### config.mk
export PLATFORM = sky130hd
export DESIGN_NAME = mem_bus_arbiter
export DESIGN_NICKNAME = d
export VERILOG_FILES = /design/src/rtl/mem_arb_pkg.sv /design/src/rtl/rr_pick2.sv /design/src/rtl/mem_bus_arbiter.sv
export SDC_FILE = /design/constraint.sdc
export NUM_CORES = 1
export LEC_CHECK = 0
export CAP_MARGIN = 20
export CORE_MARGIN = 2
export CORE_UTILIZATION = 45
export CTS_CLUSTER_DIAMETER = 150
export CTS_CLUSTER_SIZE = 28
export DETAILED_ROUTE_END_ITERATION = 7
export DONT_BUFFER_PORTS = 1
export GPL_TIMING_DRIVEN = 0
export REMOVE_ABC_BUFFERS = 1
export SETUP_SLACK_MARGIN = 0.1
export SLEW_MARGIN = 40
export SYNTH_ARGS = -nofsm -noshare
export SYNTH_HDL_FRONTEND = slang
export SYNTH_SLANG_ARGS = --single-unit
### constraint.sdc
create_clock -name clk -period 1.76 [get_ports clk]
set_input_delay 0.44 -clock clk [delete_from_list [all_inputs] [get_ports clk]]
set_output_delay 0.44 -clock clk [all_outputs]
set_load 0.01 [all_outputs]
### src/rtl/mem_arb_pkg.sv
// Shared types and defaults for the two-master memory bus arbiter.
package mem_arb_pkg;

  localparam int ADDR_W_DEF = 7;
  localparam int DATA_W_DEF = 8;
  localparam int WAIT_CNT_W = 3;

  typedef enum logic [1:0] {
    IDLE   = 2'd0,
    ACCESS = 2'd1,
    RESP   = 2'd2
  } state_e;

endpackage

### src/rtl/rr_pick2.sv
// Two-way round-robin picker: remembers the last served master, lock forces m1.
module rr_pick2 (
  input  logic clk,
  input  logic rst_n,
  input  logic req0,
  input  logic req1,
  input  logic lock,
  input  logic upd,
  input  logic upd_id,
  output logic win
);

  logic last_q;
  logic last_d;

  always_comb begin
    last_d = last_q;
    if (upd) begin
      last_d = upd_id;
    end else begin
      last_d = last_q;
    end
  end

  // Resetting "last served" to m1 makes m0 the favoured master after reset.
  always_ff @(posedge clk) begin
    if (!rst_n) begin
      last_q <= 1'b1;
    end else begin
      last_q <= last_d;
    end
  end

  always_comb begin
    win = 1'b0;
    case ({req1, req0})
      2'b01:   win = 1'b0;
      2'b10:   win = 1'b1;
      2'b11:   win = lock ? 1'b1 : ~last_q;
      default: win = 1'b0;
    endcase
  end

endmodule

### src/rtl/mem_bus_arbiter.sv
// Shares one single-beat memory port between the CPU (m0) and the loader (m1)
// with round-robin arbitration, fixed wait states and an m1 priority lock.
module mem_bus_arbiter
  import mem_arb_pkg::*;
#(
  parameter int ADDR_W      = ADDR_W_DEF,
  parameter int DATA_W      = DATA_W_DEF,
  parameter int WAIT_CYCLES = 1
) (
  input  logic              clk,
  input  logic              rst_n,
  input  logic              m0_req,
  input  logic [ADDR_W-1:0] m0_addr,
  input  logic [DATA_W-1:0] m0_wdata,
  input  logic              m0_we,
  output logic              m0_ack,
  output logic [DATA_W-1:0] m0_rdata,
  input  logic              m1_req,
  input  logic [ADDR_W-1:0] m1_addr,
  input  logic [DATA_W-1:0] m1_wdata,
  input  logic              m1_we,
  input  logic              m1_lock,
  output logic              m1_ack,
  output logic [DATA_W-1:0] m1_rdata,
  output logic              mem_en,
  output logic              mem_we,
  output logic [ADDR_W-1:0] mem_addr,
  output logic [DATA_W-1:0] mem_wdata,
  input  logic [DATA_W-1:0] mem_rdata,
  output logic              busy,
  output logic              gnt_id
);

  state_e                state_q, state_d;
  logic [WAIT_CNT_W-1:0] cnt_q, cnt_d;
  logic                  gnt_q, gnt_d;
  logic                  we_q, we_d;
  logic [ADDR_W-1:0]     addr_q, addr_d;
  logic [DATA_W-1:0]     wdata_q, wdata_d;
  logic [DATA_W-1:0]     rd0_q, rd0_d;
  logic [DATA_W-1:0]     rd1_q, rd1_d;
  logic                  win;
  logic                  last_acc;

  rr_pick2 u_pick (
    .clk    (clk),
    .rst_n  (rst_n),
    .req0   (m0_req),
    .req1   (m1_req),
    .lock   (m1_lock),
    .upd    (state_q == RESP),
    .upd_id (gnt_q),
    .win    (win)
  );

  assign last_acc = (cnt_q == WAIT_CNT_W'(WAIT_CYCLES));

  always_comb begin
    state_d = state_q;
    cnt_d   = cnt_q;
    gnt_d   = gnt_q;
    we_d    = we_q;
    addr_d  = addr_q;
    wdata_d = wdata_q;
    rd0_d   = rd0_q;
    rd1_d   = rd1_q;
    case (state_q)
      IDLE: begin
        if (m0_req || m1_req) begin
          state_d = ACCESS;
          cnt_d   = {WAIT_CNT_W{1'b0}};
          gnt_d   = win;
          if (win) begin
            addr_d  = m1_addr;
            wdata_d = m1_wdata;
            we_d    = m1_we;
          end else begin
            addr_d  = m0_addr;
            wdata_d = m0_wdata;
            we_d    = m0_we;
          end
        end else begin
          state_d = IDLE;
        end
      end
      ACCESS: begin
        if (last_acc) begin
          state_d = RESP;
          cnt_d   = {WAIT_CNT_W{1'b0}};
          // Only reads update the returned data; writes keep the old value.
          if (!we_q) begin
            if (gnt_q) begin
              rd1_d = mem_rdata;
            end else begin
              rd0_d = mem_rdata;
            end
          end else begin
            rd0_d = rd0_q;
          end
        end else begin
          cnt_d = cnt_q + {{(WAIT_CNT_W-1){1'b0}}, 1'b1};
        end
      end
      RESP:    state_d = IDLE;
      default: state_d = IDLE;
    endcase
  end

  always_ff @(posedge clk) begin
    if (!rst_n) begin
      state_q <= IDLE;
      cnt_q   <= {WAIT_CNT_W{1'b0}};
      gnt_q   <= 1'b0;
      we_q    <= 1'b0;
      addr_q  <= {ADDR_W{1'b0}};
      wdata_q <= {DATA_W{1'b0}};
      rd0_q   <= {DATA_W{1'b0}};
      rd1_q   <= {DATA_W{1'b0}};
    end else begin
      state_q <= state_d;
      cnt_q   <= cnt_d;
      gnt_q   <= gnt_d;
      we_q    <= we_d;
      addr_q  <= addr_d;
      wdata_q <= wdata_d;
      rd0_q   <= rd0_d;
      rd1_q   <= rd1_d;
    end
  end

  assign mem_en    = (state_q == ACCESS);
  assign mem_we    = mem_en & we_q;
  assign mem_addr  = addr_q;
  assign mem_wdata = wdata_q;
  assign busy      = (state_q != IDLE);
  assign gnt_id    = gnt_q;
  assign m0_ack    = (state_q == RESP) & ~gnt_q;
  assign m1_ack    = (state_q == RESP) & gnt_q;
  assign m0_rdata  = rd0_q;
  assign m1_rdata  = rd1_q;

endmodule
==> impl_metrics.json, run 1 <==
{
  "min_period_ps": 1720,
  "cts_made_buffers": 5,
  "synthTopCellsByArea": "dfxtp_1, o311a_1, a21boi_0, a21boi_1, o21bai_1",
  "dp_slack_ps": -318.6,
  "fin_setup_tns_ps": 0,
  "grt_setup_unrepaired": "yes",
  "grt-ovfl-total": 0,
  "areaGrowthSynthToFinish_pct": 6.501,
  "drc_errors": 0,
  "cts_tree": "built",
  "post-synth-top-count-cell": "dfxtp_1",
  "timing.rr.end": "mem_wdata[2]",
  "portBuffers": 0,
  "rows": 24,
  "p_switching_mw": 0.5412,
  "die_h_um": 70.05,
  "arrival_ps": 1280,
  "start_util_pct": 46.04,
  "dp.cells": 242,
  "die_w_um": 70.05,
  "routed_wl_um": 4878,
  "coreArea_um2": 4264,
  "startpoint_type": "flip-flop",
  "whs_endpoint": "u_pick.last_q",
  "p_sw_share_pct": 26.12,
  "dieArea_um2": 4907,
  "pin_count": 82,
  "intPower_mw": 1.530,
  "root_buffer": "clkbuf_8",
  "grt_start_max_net_pins": 40,
  "dr.pass1.iters": 4,
  "clock_sinks": 39,
  "combPwrFrac_pct": 13.8,
  "dr.first_iter.drc_count": 83,
  "grt_pass1_vias": 1711,
  "yosysUniqueCellTypes": 34,
  "pwr_density_cell_nw_per_um2": 990.9,
  "cts_buffer_depth": 2,
  "p_leak_nw": 0.8105,
  "finalHoldViolCount": 0,
  "crit_fanout": 11,
  "seq_area_frac_synth_pct": 39.77,
  "cp-startpoint": "state_q[0]",
  "reg2reg_slack_ps": 160,
  "dr_total_vias": 1645,
  "slew_viol_final": 0,
  "syn_area_per_cell_um2": 9.304,
  "ys.flop_type": "dfxtp_1",
  "htreeDepth": 2,
  "skew_ps": 6.822,
  "synth_top_area_share_pct": 39.77,
  "setup_violations": 0,
  "synth_area_um2": 1963,
  "hold_path_class": "input pin to flip-flop",
  "worstSetupPathType": "flip-flop to output port",
  "drtAntennaViolNets": 0,
  "synth_top_area_cell": "dfxtp_1",
  "syn_inst": 211,
  "async_flop_share_pct": 0,
  "fin_cells": 254,
  "outcome": "complete, no violations",
  "seqPwrFrac_pct": 48.9,
  "synth_common_cells": "dfxtp_1, a21boi_0, a21boi_1, and3_1, nand3_1",
  "rr_startpoint": "state_q[0]",
  "drv_cap": 0,
  "post_drt_wl_per_cell_um": 19.20,
  "drive_above_1_share_pct": 11.88,
  "end_kind": "output port",
  "yosysWarningCount": 0,
  "setup_ws_ps": 40.09,
  "finalPower_mw": 2.072,
  "clk_pin_slew_ps": 80,
  "cp.required_ps": 1320,
  "max_freq_ghz": 0.5814,
  "reg2reg_depth": 4,
  "post-route-period-util_pct": 97.72,
  "hp-start": "rst_n",
  "nets": 246,
  "diodes": 0,
  "grtUsageTotal_pct": 20.42,
  "grt_first_pass_wirelength_um": 8004,
  "ys_ff_latch": 39,
  "synth-edff-count": 0,
  "clk_latency_ps": 290,
  "antenna_found_initial": 0,
  "hold_buffers": 0,
  "tightest_slew_ps": 746.2,
  "gp_congestion": 0.8666,
  "vias_per_cell": 6.476,
  "clkPwrFrac_pct": 37.3,
  "ir_drop_v": 0.0006781,
  "hpwl_um": 3197,
  "maxSlewHeadroom_pct": 50.25,
  "worstHoldPathCells": 1
}
==> cells in the final DEF, fill, tap and decap left out, types with 2 or more instances in the layout <==
cell type  count
o21bai_1      16
buf_4          2
a21boi_0      19
nand3b_1       3
o21ai_0       10
nand2_1        2
and3b_2        2
o211ai_1       2
nand2b_1       2
clkbuf_8       6
and3_1        17
dfxtp_1       37
o311a_1       16
nor2_1         3
nand3_1       17
a21boi_1      18
o21ai_1        9
dfxtp_2        2
==> power by group through the flow <==
| stage | combinational, mW | sequential [mW] | clock [mW] |
|---|---|---|---|
| final | 0.285 | 1.01 | 0.773 |
| after global routing | 0.319 | 1.02 | 0.832 |
| after CTS | 0.281 | 1.01 | 0.791 |
| after detailed placement | 0.271 | 1.03 | 0 |
| after global placement | 0.258 | 1.03 | 0 |
| after floorplan | 0.222 | 1.02 | 0 |
==> layout make-up <==
class                   count  area [um2]
multi-input cells         149        1090
fillers                   403        2173
well taps                  52       65.06
repair buffers              2       15.01
clock buffers               6       82.58
repair inverters            1       5.005
inverters                   3       15.01
flip-flops and latches     39       783.3
clock inverters             2       35.03
==> flip-flops by register name, summed over array words and instances (netlist names) <==
signal	flops
gnt_id	1
state_q	2
m0_rdata	8
mem_wdata	8
we_q	1
cnt_q	3
mem_addr	7
u_pick.last_q	1
m1_rdata	8
==> how the worst max path moves through the flow <==
stage                     cells after the start            to  slack [ps]
final                                         2          busy          40
after global routing                          2          busy         -50
after CTS                                     2          busy           9
after detailed placement                      3  mem_wdata[4]        -320
after global placement                        3          we_q        -200
after floorplan                               3   mem_addr[0]          80
==> cell families (layout without fill, tap and decap cells) <==
kind of cell	count (synthesis)	after routing	share of synthesized area, %
AOI/OAI and AO/OA	93	93	35.37
buffers and inverters	24	14	6.246
DFF	39	39	39.77
and+or+nand+nor	55	56	18.61
==> critical path, cell delays in order, from the launching register on <==
cell and delay [ps]:
dfxtp_1 370, nor2_2 290, clkinvlp_4 330
==> stage by stage <==
step                      cell area (um2)  utilization [%]  hold slack [ps]
final                                2091            49.03            258.2
after global routing                 2091            49.03            257.4
after CTS                            2061            48.33            239.7
after detailed placement             1926            45.16            479.1
after global placement               1917            44.95            453.1
after floorplan                      1852                -            438.0
==> what timing repair did <==
action	CTS	global route
buffers inserted	0	2
setup endpoints to repair	18	22
pin swaps	1	0
cloned	2	0
resized for setup	2	2
==> metal layers <==
metal,track usage (%),part of all wire (%),up-vias
li1,-,-,774
met3,7.648,9.8,15
met1,20.65,36,782
met2,36.83,51,74
met5,0,0,-
met4,9.615,2.7,0
Power figures use the tool's default switching activity.
==> inputs of run 2 (changes only) <==
--- a/config.mk
+++ b/config.mk
@@ -8,7 +8,6 @@
 export CAP_MARGIN = 20
 export CORE_MARGIN = 2
 export CORE_UTILIZATION = 45
-export CTS_CLUSTER_DIAMETER = 150
 export CTS_CLUSTER_SIZE = 28
 export DETAILED_ROUTE_END_ITERATION = 7
 export DONT_BUFFER_PORTS = 1
==> results of run 2 <==
Same layout as run 1: the final DEF is identical, and so are final timing and power.
